File: src/rtl/osd_pkg.sv
// osd_pkg: shared definitions for the OSD controller and the overlay stage.
// Holds the position/colour widths, the host register map and the
// sequencing FSM state encoding.
package osd_pkg;

    localparam int POS_W      = 12;
    localparam int COLOR_W    = 24;
    localparam int CFG_ADDR_W = 3;
    localparam int CFG_DATA_W = 16;

    localparam logic [CFG_ADDR_W-1:0] ADDR_CTRL  = 3'd0;
    localparam logic [CFG_ADDR_W-1:0] ADDR_X     = 3'd1;
    localparam logic [CFG_ADDR_W-1:0] ADDR_Y     = 3'd2;
    localparam logic [CFG_ADDR_W-1:0] ADDR_STEP  = 3'd3;
    localparam logic [CFG_ADDR_W-1:0] ADDR_COL_L = 3'd4;
    localparam logic [CFG_ADDR_W-1:0] ADDR_COL_H = 3'd5;
    localparam logic [CFG_ADDR_W-1:0] ADDR_SPEED = 3'd6;
    localparam logic [CFG_ADDR_W-1:0] ADDR_RSVD  = 3'd7;

    typedef enum logic [1:0] {
        IDLE   = 2'd0,
        COMMIT = 2'd1,
        MOVE   = 2'd2
    } osd_state_e;

    // Limit a requested position to the largest legal top/left coordinate.
    function automatic logic [POS_W-1:0] clamp_pos(input logic [POS_W-1:0] v,
                                                   input logic [POS_W-1:0] lim);
        return (v > lim) ? lim : v;
    endfunction

endpackage

File: src/rtl/osd_ctrl_if.sv
// osd_ctrl_if: host configuration write port.
//   cfg_wr    - write valid, held by the host until accepted
//   cfg_addr  - shadow register address
//   cfg_wdata - write data
//   cfg_ready - controller can accept a write this cycle
interface osd_ctrl_if;
    import osd_pkg::*;

    logic                  cfg_wr;
    logic [CFG_ADDR_W-1:0] cfg_addr;
    logic [CFG_DATA_W-1:0] cfg_wdata;
    logic                  cfg_ready;

    modport master (output cfg_wr, output cfg_addr, output cfg_wdata, input cfg_ready);
    modport slave  (input cfg_wr, input cfg_addr, input cfg_wdata, output cfg_ready);

endinterface

File: src/rtl/osd_axis_bounce.sv
// osd_axis_bounce: one bounce step along a single axis (combinational).
//   pos, dir  - current position and direction (dir=0 increasing)
//   d         - step size; zero freezes the axis
//   max       - largest allowed position
//   pos_next, dir_next - position and direction after the step
module osd_axis_bounce
    import osd_pkg::*;
(
    input  logic [POS_W-1:0] pos,
    input  logic [3:0]       d,
    input  logic             dir,
    input  logic [POS_W-1:0] max,
    output logic [POS_W-1:0] pos_next,
    output logic             dir_next
);

    logic [POS_W-1:0] d_ext;
    logic [POS_W:0]   sum;

    assign d_ext = {{(POS_W-4){1'b0}}, d};
    // One extra bit so pos+d can never wrap before the compare.
    assign sum   = {1'b0, pos} + {1'b0, d_ext};

    always_comb begin
        pos_next = pos;
        dir_next = dir;
        if (d != 4'd0) begin
            if (!dir) begin
                if (sum >= {1'b0, max}) begin
                    pos_next = max;
                    dir_next = 1'b1;
                end else begin
                    pos_next = sum[POS_W-1:0];
                end
            end else begin
                if (pos < d_ext) begin
                    pos_next = '0;
                    dir_next = 1'b0;
                end else begin
                    pos_next = pos - d_ext;
                end
            end
        end
    end

endmodule

File: src/rtl/osd_ctrl.sv
// osd_ctrl: frame-synchronous configuration and bounce-motion controller
// for the character OSD overlay.
//   pclk, rst     - pixel clock, synchronous active-high reset
//   i_vs          - vsync; the frame boundary is its rising edge
//   cfg           - host shadow-register write port (slave side)
//   osd_en/x/y/color - active overlay settings
//   commit_pulse  - one-cycle strobe when shadow values become active
//
// state  | meaning
// IDLE   | accepting host writes, waiting for a frame boundary
// COMMIT | copying shadow registers into the active set
// MOVE   | advancing the frame divider and possibly stepping the window
module osd_ctrl
    import osd_pkg::*;
#(
    parameter int SCREEN_W = 480,
    parameter int SCREEN_H = 272,
    parameter int OSD_W    = 344,
    parameter int OSD_H    = 48,
    parameter int X0       = 77,
    parameter int Y0       = 77
)(
    input  logic               pclk,
    input  logic               rst,
    input  logic               i_vs,
    osd_ctrl_if.slave          cfg,
    output logic               osd_en,
    output logic [POS_W-1:0]   osd_x,
    output logic [POS_W-1:0]   osd_y,
    output logic [COLOR_W-1:0] osd_color,
    output logic               commit_pulse
);

    localparam logic [POS_W-1:0] XMAX   = POS_W'(SCREEN_W - OSD_W);
    localparam logic [POS_W-1:0] YMAX   = POS_W'(SCREEN_H - OSD_H);
    localparam logic [POS_W-1:0] X_RST  = POS_W'(X0);
    localparam logic [POS_W-1:0] Y_RST  = POS_W'(Y0);

    osd_state_e state, next_state;
    logic       cfg_ready;
    logic       wr_acc;

    logic vs_d, vs_rise, vs_pend;

    logic               sh_en, sh_auto, pending;
    logic [POS_W-1:0]   sh_x, sh_y;
    logic [3:0]         sh_dx, sh_dy;
    logic [COLOR_W-1:0] sh_color;
    logic [7:0]         sh_speed;

    logic               act_en, act_auto;
    logic [POS_W-1:0]   act_x, act_y;
    logic [3:0]         act_dx, act_dy;
    logic [COLOR_W-1:0] act_color;
    logic [7:0]         act_speed;
    logic               dir_x, dir_y;
    logic [7:0]         div_cnt;

    logic [POS_W-1:0]   x_next, y_next;
    logic               dir_x_next, dir_y_next;

    assign wr_acc        = cfg.cfg_wr & cfg_ready;
    assign cfg.cfg_ready = cfg_ready;

    // The edge and the pending flag are both captured at the edge itself,
    // so a commit written in the edge cycle waits for the following frame.
    always_ff @(posedge pclk) begin
        if (rst) begin
            vs_d    <= 1'b0;
            vs_rise <= 1'b0;
            vs_pend <= 1'b0;
        end else begin
            vs_d    <= i_vs;
            vs_rise <= i_vs & ~vs_d;
            vs_pend <= i_vs & ~vs_d & pending;
        end
    end

    always_ff @(posedge pclk) begin
        if (rst) state <= IDLE;
        else     state <= next_state;
    end

    always_comb begin
        next_state = state;
        cfg_ready  = 1'b0;
        case (state)
            IDLE: begin
                cfg_ready = 1'b1;
                if (vs_rise) begin
                    if (vs_pend)       next_state = COMMIT;
                    else if (act_auto) next_state = MOVE;
                end
            end
            COMMIT:  next_state = sh_auto ? MOVE : IDLE;
            MOVE:    next_state = IDLE;
            default: next_state = IDLE;
        endcase
    end

    always_ff @(posedge pclk) begin
        if (rst) begin
            sh_en    <= 1'b0;
            sh_auto  <= 1'b0;
            pending  <= 1'b0;
            sh_x     <= X_RST;
            sh_y     <= Y_RST;
            sh_dx    <= '0;
            sh_dy    <= '0;
            sh_color <= '0;
            sh_speed <= '0;
        end else begin
            if (state == COMMIT) pending <= 1'b0;
            // Placed after the clear so a simultaneous commit request survives.
            if (wr_acc) begin
                case (cfg.cfg_addr)
                    ADDR_CTRL: begin
                        sh_en   <= cfg.cfg_wdata[0];
                        sh_auto <= cfg.cfg_wdata[1];
                        if (cfg.cfg_wdata[2]) pending <= 1'b1;
                    end
                    ADDR_X:     sh_x            <= cfg.cfg_wdata[POS_W-1:0];
                    ADDR_Y:     sh_y            <= cfg.cfg_wdata[POS_W-1:0];
                    ADDR_STEP: begin
                        sh_dx <= cfg.cfg_wdata[3:0];
                        sh_dy <= cfg.cfg_wdata[7:4];
                    end
                    ADDR_COL_L: sh_color[15:0]  <= cfg.cfg_wdata;
                    ADDR_COL_H: sh_color[23:16] <= cfg.cfg_wdata[7:0];
                    ADDR_SPEED: sh_speed        <= cfg.cfg_wdata[7:0];
                    ADDR_RSVD:  ;
                    default:    ;
                endcase
            end
        end
    end

    osd_axis_bounce u_axis_x (
        .pos      (act_x),
        .d        (act_dx),
        .dir      (dir_x),
        .max      (XMAX),
        .pos_next (x_next),
        .dir_next (dir_x_next)
    );

    osd_axis_bounce u_axis_y (
        .pos      (act_y),
        .d        (act_dy),
        .dir      (dir_y),
        .max      (YMAX),
        .pos_next (y_next),
        .dir_next (dir_y_next)
    );

    always_ff @(posedge pclk) begin
        if (rst) begin
            act_en       <= 1'b0;
            act_auto     <= 1'b0;
            act_x        <= X_RST;
            act_y        <= Y_RST;
            act_dx       <= '0;
            act_dy       <= '0;
            act_color    <= '0;
            act_speed    <= '0;
            dir_x        <= 1'b0;
            dir_y        <= 1'b0;
            div_cnt      <= '0;
            commit_pulse <= 1'b0;
        end else begin
            commit_pulse <= 1'b0;
            case (state)
                COMMIT: begin
                    act_en       <= sh_en;
                    act_auto     <= sh_auto;
                    act_x        <= clamp_pos(sh_x, XMAX);
                    act_y        <= clamp_pos(sh_y, YMAX);
                    act_dx       <= sh_dx;
                    act_dy       <= sh_dy;
                    act_color    <= sh_color;
                    act_speed    <= sh_speed;
                    dir_x        <= 1'b0;
                    dir_y        <= 1'b0;
                    div_cnt      <= '0;
                    commit_pulse <= 1'b1;
                end
                MOVE: begin
                    if (div_cnt == act_speed) begin
                        act_x   <= x_next;
                        act_y   <= y_next;
                        dir_x   <= dir_x_next;
                        dir_y   <= dir_y_next;
                        div_cnt <= '0;
                    end else begin
                        div_cnt <= div_cnt + 8'd1;
                    end
                end
                default: ;
            endcase
        end
    end

    assign osd_en    = act_en;
    assign osd_x     = act_x;
    assign osd_y     = act_y;
    assign osd_color = act_color;

endmodule

File: src/flat_wrapper.sv
// flat-port wrapper written by rule: the top's interface ports become plain ports
module osd_ctrl_flat import osd_pkg::*;
#(
    parameter int SCREEN_W = 480,
    parameter int SCREEN_H = 272,
    parameter int OSD_W    = 344,
    parameter int OSD_H    = 48,
    parameter int X0       = 77,
    parameter int Y0       = 77
)
  (pclk, rst, i_vs, osd_en, osd_x, osd_y, osd_color, commit_pulse, cfg_cfg_wr, cfg_cfg_addr, cfg_cfg_wdata, cfg_cfg_ready);
  osd_ctrl_if cfg_i ();
  input  logic pclk;
  input  logic rst;
  input  logic i_vs;
  output logic osd_en;
  output logic [POS_W-1:0] osd_x;
  output logic [POS_W-1:0] osd_y;
  output logic [COLOR_W-1:0] osd_color;
  output logic commit_pulse;
  input wire logic [$bits(cfg_i.cfg_wr)-1:0] cfg_cfg_wr;
  input wire logic [$bits(cfg_i.cfg_addr)-1:0] cfg_cfg_addr;
  input wire logic [$bits(cfg_i.cfg_wdata)-1:0] cfg_cfg_wdata;
  output wire logic [$bits(cfg_i.cfg_ready)-1:0] cfg_cfg_ready;
  assign cfg_i.cfg_wr = cfg_cfg_wr;
  assign cfg_i.cfg_addr = cfg_cfg_addr;
  assign cfg_i.cfg_wdata = cfg_cfg_wdata;
  assign cfg_cfg_ready = cfg_i.cfg_ready;
  osd_ctrl #(.SCREEN_W(SCREEN_W), .SCREEN_H(SCREEN_H), .OSD_W(OSD_W), .OSD_H(OSD_H), .X0(X0), .Y0(Y0)) u_core (.pclk(pclk), .rst(rst), .i_vs(i_vs), .cfg(cfg_i), .osd_en(osd_en), .osd_x(osd_x), .osd_y(osd_y), .osd_color(osd_color), .commit_pulse(commit_pulse));
endmodule
File: config.mk
export PLATFORM = sky130hd
export DESIGN_NAME = osd_ctrl_flat
export DESIGN_NICKNAME = d
export VERILOG_FILES = /design/src/rtl/osd_pkg.sv /design/src/rtl/osd_ctrl_if.sv /design/src/rtl/osd_axis_bounce.sv /design/src/rtl/osd_ctrl.sv /design/src/flat_wrapper.sv
export SDC_FILE = /design/constraint.sdc
export NUM_CORES = 1
export LEC_CHECK = 0
export ABC_AREA = 1
export CAP_MARGIN = 20
export CORE_MARGIN = 2
export CORE_UTILIZATION = 40
export CTS_CLUSTER_DIAMETER = 150
export DETAILED_ROUTE_END_ITERATION = 6
export PLACE_DENSITY_LB_ADDON = 0.3
export SKIP_LAST_GASP = 1
export SLEW_MARGIN = 20
export SYNTH_ARGS = -nofsm -noshare
export SYNTH_HDL_FRONTEND = slang
export SYNTH_SLANG_ARGS = --single-unit
export TNS_END_PERCENT = 50
File: constraint.sdc
create_clock -name pclk -period 6.8 [get_ports pclk]
set_clock_uncertainty 0.05 [all_clocks]
set_input_delay 1.7 -clock pclk [delete_from_list [all_inputs] [get_ports pclk]]
set_output_delay 1.7 -clock pclk [all_outputs]
set_load 0.005 [all_outputs]
==> results of run 1 <==
==> worst max-delay path, delay by kind of cell <==
family,cells,cell delay [ps]
AND/OR/NAND/NOR,4,1240
buffers and inverters,2,1010
==> metal layers <==
metal,GRT usage [%],up-vias,routed length (um)
met5,0,-,0
met4,5.11,0,199
met3,3.91,21,1020
met2,30.9,199,8520
met1,26.9,3178,9290
li1,-,3562,-
==> flip-flops by register name, summed over array words and instances, names as in the netlist, 2 cells and up <==
| register | cells |
|---|---|
| u_core.osd_x | 12 |
| u_core.state | 2 |
| u_core.div_cnt | 8 |
| u_core.sh_x | 12 |
| u_core.act_speed | 8 |
| u_core.osd_y | 12 |
| u_core.sh_dy | 4 |
| u_core.sh_dx | 4 |
| u_core.osd_color | 24 |
| u_core.act_dy | 4 |
| u_core.sh_y | 12 |
| u_core.sh_speed | 8 |
| u_core.act_dx | 4 |
| u_core.sh_color | 24 |
==> report_power, final <==
part	internal, uW	leakage [uW]	switching [uW]
Sequential	889	0.00121	8.67
Clock	517	0.000279	402
Combinational	28.6	0.00241	52.7
==> final timing paths <==
kind	start	to
hold / removal	u_core.vs_d	u_core.vs_rise
setup reg to reg	u_core.state[1]	u_core.osd_y[6]
setup / recovery	cfg_cfg_addr[2]	u_core.sh_color[8]
hold reg to reg	u_core.vs_d	u_core.vs_rise
==> cells by family after synthesis <==
logic type,Yosys count,share of synthesized area (%)
compound gates,202,14.4
xor+xnor,26,3.14
fa+ha+maj,24,4.41
buf+inv,139,7.72
flops,149,39.8
simple gates,528,30.5
==> layout make-up <==
cell class	count	area, um^2
Tap cell	234	293
Inverter	93	354
Clock buffer	19	433
Multi-Input combinational cell	780	3930
Fill cell	1837	9610
Clock inverter	13	138
Timing Repair Buffer	79	776
Sequential cell	149	2980
==> metrics by stage <==
step	power [uW]	hold WS, ps	instances	setup slack, ps	cell area, um^2
after floorplan	960	332	1068	3970	7490
after global placement	996	350	1335	2720	8330
after detailed placement	997	351	1335	2700	8330
after CTS	1910	362	1367	3160	8900
after global routing	1960	366	1367	2830	8900
final	1900	357	1367	3090	8900
==> Yosys cell counts, types with 14 or more instances <==
cell,number
nor3_1,16
clkbuf_1,32
nor2_1,232
inv_1,77
nand2_2,14
dfxtp_1,149
a21oi_1,61
ha_1,20
o21ai_0,110
nand2_1,164
xor2_1,19
nand3_1,60
==> impl_metrics.json, run 1 <==
{
  "status": "complete, no violations",
  "grt_start_max_net_pins": 64,
  "dp_hpwl_um": 13100,
  "drc_errors": 0,
  "start_kind": "primary input",
  "rrSetupSlack_ps": 3870,
  "routed_wirelength_um": 19000,
  "final_core_util_pct": 48.1,
  "crit_arrival_ps": 3970,
  "numCtsBuffers": 17,
  "synth_cell_types": 48,
  "synth_nets": 1115,
  "drt_pass1_iterations": 6,
  "cts_tree": "built",
  "min_period_over_period_pct": 54.6,
  "synth_area_leaders": "dfxtp_1, nor2_1, nand2_1",
  "grt_overflow": 0,
  "relSlewSlack_pct": 29.0,
  "antenna_found_initial": 0,
  "port-buffer-count": 73,
  "finish.net_count": 1167,
  "critPathKind": "in2reg",
  "cp_slowest_cell": "nor2_1",
  "post_cts_buffers": 0,
  "grt_use_total_pct": 19.4,
  "final_cell_mix": "nor2_1, nand2_1, dfxtp_1",
  "tightest_slew_ps": 1060,
  "maxCapViolCount": 0,
  "max_freq_mhz": 270,
  "gp_congestion": 0.888,
  "netlist.area_leader.share_pct": 39.8,
  "first_global_vias": 6275,
  "worstSkewPairLatency_ps": 420,
  "min_period_ps": 3710,
  "clock_path_buffers": 2,
  "syn-cell-area_um2": 7490,
  "io_pins": 74,
  "finalMaxSlewViolations": 0,
  "hold_path_class": "reg2reg",
  "core_area_um2": 18500,
  "synth_area_leader_cell": "dfxtp_1",
  "die_h_um": 141,
  "final_common_cell": "nor2_1",
  "grt_pass1_wl_um": 31500,
  "min_path_cells": 1,
  "synth-warning-count": 0,
  "hold_violations": 0,
  "power-per-cell-area_nw_per_um2": 213,
  "synth_area_per_cell_um2": 7.01,
  "die_w_um": 141,
  "postRouteAntennaNets": 0,
  "drive_above_1_share_pct": 8.03,
  "leakage_uw": 0.00389,
  "cts-root-buf": "clkbuf_16",
  "diodes": 0,
  "async_reset_ff_share_pct": 0,
  "dr.first_iter.drc_count": 569,
  "rows": 50,
  "setup-violations-final": 0,
  "syn_to_final_growth_pct": 18.9,
  "vias": 6960,
  "rsz0062_at_grt": "false",
  "cpPeakStageDelay_ps": 840,
  "cts_sinks": 149,
  "fin_tns_setup_ps": 0,
  "reg2regPathDepth": 10,
  "initial_core_util_pct": 40.4,
  "cp.required_ps": 7060,
  "synth_edf_count": 0,
  "ys_seq_area_share_pct": 39.8,
  "ctsResizeCount": 0,
  "ys.flop_type": "dfxtp_1",
  "cts_max_level": 4,
  "syn_inst": 1068,
  "end_kind": "flop",
  "ys_ff_latch": 149,
  "cp_common_cell": "nor2_1",
  "die_area_um2": 19800,
  "clkTransAtPathRegs_ps": 70,
  "holdBufCountCts": 0,
  "cp_cell_sequence": "clkdlybuf4s50_1, nand3_1, nor2_1, inv_1, nor2_1, nor2_1",
  "cp_max_fo": 17,
  "wl_per_cell_um": 13.9,
  "post_drt_via_cell_ratio": 5.09,
  "peakVddDrop_mv": 0.189
}
Note: power is estimated with default switching activity, not from simulation.
==> run 2: changes to the inputs <==
==> constraint.sdc (replaced) <==
create_clock -name pclk -period 3.1 [get_ports pclk]
set_clock_uncertainty 0.05 [all_clocks]
set_input_delay 0.775 -clock pclk [delete_from_list [all_inputs] [get_ports pclk]]
set_output_delay 0.775 -clock pclk [all_outputs]
set_load 0.005 [all_outputs]
==> run 2 against run 1 <==
Compared with the run above:
- clock-buffer cell count up 2
- global-route usage up 0.17 points
- power up 120%
- final cell count up 0.44%
- first-iteration DRC count down 27%
- via count down 0.72%
- clock power up 120%
- non-clock buffer count up 6
- critical path type is now reg2out
- largest cell class unchanged
- die area unchanged
- design area up 0.70%
==> impl_metrics.json, run 2 (synthesis results as in run 1) <==
{
  "final_common_cell": "nor2_1",
  "min_period_over_period_pct": 82.4,
  "finalMaxSlewViolations": 0,
  "routed_wirelength_um": 19100,
  "reg2regPathDepth": 14,
  "rows": 50,
  "port-buffer-count": 73,
  "setup-violations-final": 0,
  "antenna_found_initial": 0,
  "post_cts_buffers": 0,
  "ctsResizeCount": 0,
  "start_kind": "flop",
  "leakage_uw": 0.00393,
  "clock_path_buffers": 2,
  "end_kind": "primary output",
  "grt_overflow": 0,
  "cp_slowest_cell": "clkdlybuf4s50_1",
  "hold_violations": 0,
  "relSlewSlack_pct": 61.4,
  "vias": 6910,
  "syn_to_final_growth_pct": 19.7,
  "cts_tree": "built",
  "timing.rr.start": "u_core.osd_x[0]",
  "fill_cells": 1905,
  "status": "complete, no violations",
  "maxCapViolCount": 0,
  "final_cell_mix": "nor2_1, nand2_1, dfxtp_1",
  "dp_hpwl_um": 13000,
  "cts_max_level": 4,
  "tightest_slew_ps": 579,
  "die_w_um": 141,
  "grt_use_total_pct": 19.6,
  "diodes": 0,
  "cpPeakStageDelay_ps": 560,
  "drc_errors": 0,
  "die_area_um2": 19800,
  "cp.required_ps": 2270,
  "worstSkewPairLatency_ps": 430,
  "clkTransAtPathRegs_ps": 60,
  "initial_core_util_pct": 40.4,
  "hold_path_class": "reg2reg",
  "drt_pass1_iterations": 6,
  "first_global_vias": 6386,
  "worst_r2r_endpoint": "u_core.osd_x[1]",
  "die_h_um": 141,
  "postRouteAntennaNets": 0,
  "fin_tns_setup_ps": 0,
  "min_from": "u_core.vs_d",
  "gp_congestion": 0.878,
  "power-per-cell-area_nw_per_um2": 466,
  "cp_max_fo": 5,
  "io_pins": 74,
  "final_core_util_pct": 48.4,
  "cts-root-buf": "clkbuf_16",
  "drive_above_1_share_pct": 8.52,
  "grt_pass1_wl_um": 31500,
  "finish.net_count": 1173,
  "holdPathEnd": "u_core.vs_rise",
  "numCtsBuffers": 17,
  "peakVddDrop_mv": 0.408,
  "min_path_cells": 1,
  "core_area_um2": 18500,
  "holdBufCountCts": 0,
  "max_freq_mhz": 391,
  "rrSetupSlack_ps": 630,
  "cp_cell_sequence": "inv_1, ha_1, clkdlybuf4s50_1",
  "dr.first_iter.drc_count": 415,
  "critPathKind": "reg2out",
  "grt_start_max_net_pins": 113,
  "rsz0062_at_grt": "false",
  "min_period_ps": 2560,
  "wl_per_cell_um": 13.9,
  "cts_sinks": 149,
  "crit_arrival_ps": 1730,
  "post_drt_via_cell_ratio": 5.03
}
-- run 2: changes by cell type in the layout (fill, tap and decap cells not counted), sizes merged --
cell / previous run / this run
clkbuf: 19 / 21
buf: 6 / 12
clkinv: 5 / 4
inv: 99 / 98
-- run 2: cell type report --
type | count | area [um^2] | share of cell area [%]
clock buffer | 21 | 460 | 5.13
clock inverter | 11 | 115 | 1.28
inverter | 93 | 354 | 3.95
multi-input combinational | 780 | 3930 | 43.8
sequential | 149 | 2980 | 33.3
tap | 234 | 293 | 3.26
timing repair buffer | 85 | 833 | 9.29
-- run 2: report_power, final --
part | internal (uW) | leakage (uW) | total (uW) | switching (uW)
sequential | 1950 | 0.00121 | 1970 | 19.8
clock | 1170 | 0.000281 | 2030 | 863
combinational | 66.8 | 0.00244 | 184 | 117
total | 3180 | 0.00393 | 4180 | 1000
-- run 2: through the flow --
step | total power (uW) | hold slack [ps] | instance area (um^2) | setup WS [ps] | cells
2_1_floorplan | 2110 | 332 | 7490 | 916 | 1068
3_3_place_gp | 2190 | 343 | 8390 | 654 | 1341
3_5_place_dp | 2190 | 342 | 8390 | 587 | 1341
4_1_cts | 4210 | 353 | 8970 | 505 | 1373
5_1_grt | 4310 | 362 | 8970 | 420 | 1373
6_report | 4180 | 349 | 8970 | 544 | 1373
-- run 2: critical path: cells and delay by family (launching register included) --
| family | cells | cell delay [ps] |
|---|---|---|
| adders and majority gates | 1 | 330 |
| buffers and inverters | 2 | 640 |
| DFF | 1 | 330 |
-- run 2: worst max-delay path by stage --
stage,cells after the start,end,startpoint
after global routing,14,u_core.osd_y[4],u_core.osd_y[0]
final,3,cfg_cfg_ready,u_core.state[0]
after global placement,14,u_core.osd_x[1],u_core.osd_x[0]
after floorplan,16,u_core.dir_y,u_core.osd_y[0]
after detailed placement,8,u_core.sh_y[1],cfg_cfg_addr[1]
after CTS,3,cfg_cfg_ready,u_core.state[0]
-- run 2: per-layer routing --
metal / global-route usage (%) / up-vias / wire, um
li1: - / 3571 / -
met1: 27.2 / 3146 / 9530
met2: 30.4 / 161 / 8410
met3: 4.35 / 32 / 860
met4: 6.00 / 0 / 337
met5: 0 / - / 0
==> run 3: changes to the inputs <==
==> constraint.sdc (replaced) <==
create_clock -name pclk -period 2.55 [get_ports pclk]
set_clock_uncertainty 0.05 [all_clocks]
set_input_delay 0.6375 -clock pclk [delete_from_list [all_inputs] [get_ports pclk]]
set_output_delay 0.6375 -clock pclk [all_outputs]
set_load 0.005 [all_outputs]
==> run 3 against run 2 <==
Compared with the run above:
- die area did not move
- non-clock buffer count increased by 12
- power up 23%
- sequential cell count stayed put
- sequential share of layout area decreased by 0.58 points
- global-route usage up 0.57 points
- utilization grew 1.0 points
- register-to-register slack got worse by 450 ps
- critical path type unchanged
- largest power group unchanged
- highest routed layer unchanged
==> impl_metrics.json, run 3 (synthesis results as in run 1) <==
{
  "max_freq_mhz": 415,
  "status": "complete, no violations",
  "gp_congestion": 0.873,
  "clock_path_buffers": 2,
  "power-per-cell-area_nw_per_um2": 562,
  "rrSetupSlack_ps": 180,
  "maxCapViolCount": 0,
  "diodes": 0,
  "grt_overflow": 0,
  "finalMaxSlewViolations": 0,
  "p_int_uw": 3880,
  "met1_usage_pct": 26.9,
  "start_kind": "flop",
  "final_cell_mix": "nor2_1, nand2_1, dfxtp_1",
  "cp_max_fo": 5,
  "drt_pass1_iterations": 5,
  "hold_path_class": "reg2reg",
  "finish.net_count": 1185,
  "initial_core_util_pct": 40.4,
  "relSlewSlack_pct": 62.9,
  "worstSkewPairLatency_ps": 430,
  "end_kind": "primary output",
  "first_global_vias": 6643,
  "grt_most_used_layer": "met2",
  "routed_wirelength_um": 19600,
  "grt_pass1_wl_um": 32700,
  "stdcell_count": 1385,
  "die_w_um": 141,
  "drc_errors": 0,
  "timing.rr.start": "u_core.osd_y[0]",
  "clkTransAtPathRegs_ps": 70,
  "leakage_uw": 0.00401,
  "min_period_over_period_pct": 94.5,
  "final_area_um2": 9160,
  "final_common_cell": "nor2_1",
  "ff_latch_area_um2": 2990,
  "placed_cells": 1348,
  "postRouteAntennaNets": 0,
  "numCtsBuffers": 17,
  "post_drt_via_cell_ratio": 5.00,
  "use_met3_pct": 4.04,
  "final_core_util_pct": 49.5,
  "min_period_ps": 2410,
  "cp.required_ps": 1860,
  "hold_violations": 0,
  "reg2regPathDepth": 16,
  "antenna_found_initial": 0,
  "vias": 6926,
  "setup-violations-final": 0,
  "cts_max_level": 4,
  "multi_input_area_um2": 3990,
  "cts-root-buf": "clkbuf_16",
  "peakVddDrop_mv": 0.472,
  "core_area_um2": 18500,
  "use_met2_pct": 33.5,
  "setup.worst_path.end": "cfg_cfg_ready",
  "rows": 50,
  "drive_above_1_share_pct": 10.7,
  "wl_per_cell_um": 14.2,
  "grt_use_total_pct": 20.1,
  "fin_hold_ws_ps": 356,
  "comb_power_share_pct": 4.4,
  "die_area_um2": 19800,
  "dp_hpwl_um": 13500,
  "cts_tree": "built",
  "seqPwrFrac_pct": 46.5,
  "worst_r2r_endpoint": "u_core.osd_y[7]",
  "crit_arrival_ps": 1720,
  "tightest_slew_ps": 555,
  "critPathKind": "reg2out",
  "io_pins": 74,
  "postPlaceCellArea_um2": 8460,
  "dr.first_iter.drc_count": 469,
  "die_h_um": 141,
  "p_sw_uw": 1260,
  "port-buffer-count": 73,
  "fill_cells": 1834,
  "syn_to_final_growth_pct": 22.3,
  "power_uw": 5140,
  "p_sw_share_pct": 24.6,
  "cts_sinks": 149,
  "clockPowerShare_pct": 49.2,
  "cp-startpoint": "u_core.state[0]",
  "grt_start_max_net_pins": 77
}
## run 3: cell count changes in the layout (fill, tap and decap cells not counted), moves of 2 or more
| cell | delta |
|---|---|
| clkinv_4 | -2 |
| inv_8 | +3 |
| ha_4 | +3 |
| dfxtp_1 | -6 |
| ha_1 | -3 |
| dfxtp_2 | +5 |
| clkbuf_1 | -2 |
| buf_4 | +11 |
## run 3: final cells by class
cell class                      count  share of cell area [%]
Timing Repair Buffer               97                    10.2
Multi-Input combinational cell    780                    43.6
Tap cell                          234                    3.20
Clock inverter                     13                    1.48
Sequential cell                   149                    32.7
Clock buffer                       19                    4.95
Inverter                           93                    3.87
## run 3: how the worst min path moves through the flow
stage	startpoint	to	cells past startpoint
final	u_core.vs_d	u_core.vs_rise	1
after global routing	u_core.vs_d	u_core.vs_rise	1
after CTS	u_core.vs_d	u_core.vs_rise	1
after detailed placement	u_core.vs_d	u_core.vs_rise	1
after global placement	u_core.vs_d	u_core.vs_rise	1
after floorplan	u_core.vs_d	u_core.vs_rise	1
## run 3: power groups by stage
stage,Clock [uW],Combinational (uW),Sequential (uW)
2_1_floorplan,0,122,2440
3_3_place_gp,0,220,2440
3_5_place_dp,0,222,2440
4_1_cts,2550,224,2390
5_1_grt,2650,253,2390
6_report,2530,224,2390
## run 3: routing by layer
metal | routed length [um] | part of all wire [%]
met5 | 0 | 0
met2 | 9110 | 46
met4 | 235 | 1.2
met1 | 9460 | 48
met3 | 808 | 4.1
## run 3: worst max-delay path, cell delays in order, from the launching register on
cell and delay, ps:
dfxtp_1 330, inv_1 80, ha_1 310, clkdlybuf4s50_1 570
## run 3: repair_timing
item / CTS / global route
endpoints found under the hold margin: 0 / 0
gates resized for setup: 0 / 18
hold buffers: 0 / 0
endpoints found under the setup margin: 0 / 17
setup buffers: 0 / 5
## run 3: metrics by stage
step / TNS [ps] / worst slack (ps)
after detailed placement: 0 / 129
after global routing: -32.7 / -14.7
after CTS: 0 / 102
after global placement: 0 / 218
final: 0 / 141
after floorplan: 0 / 366
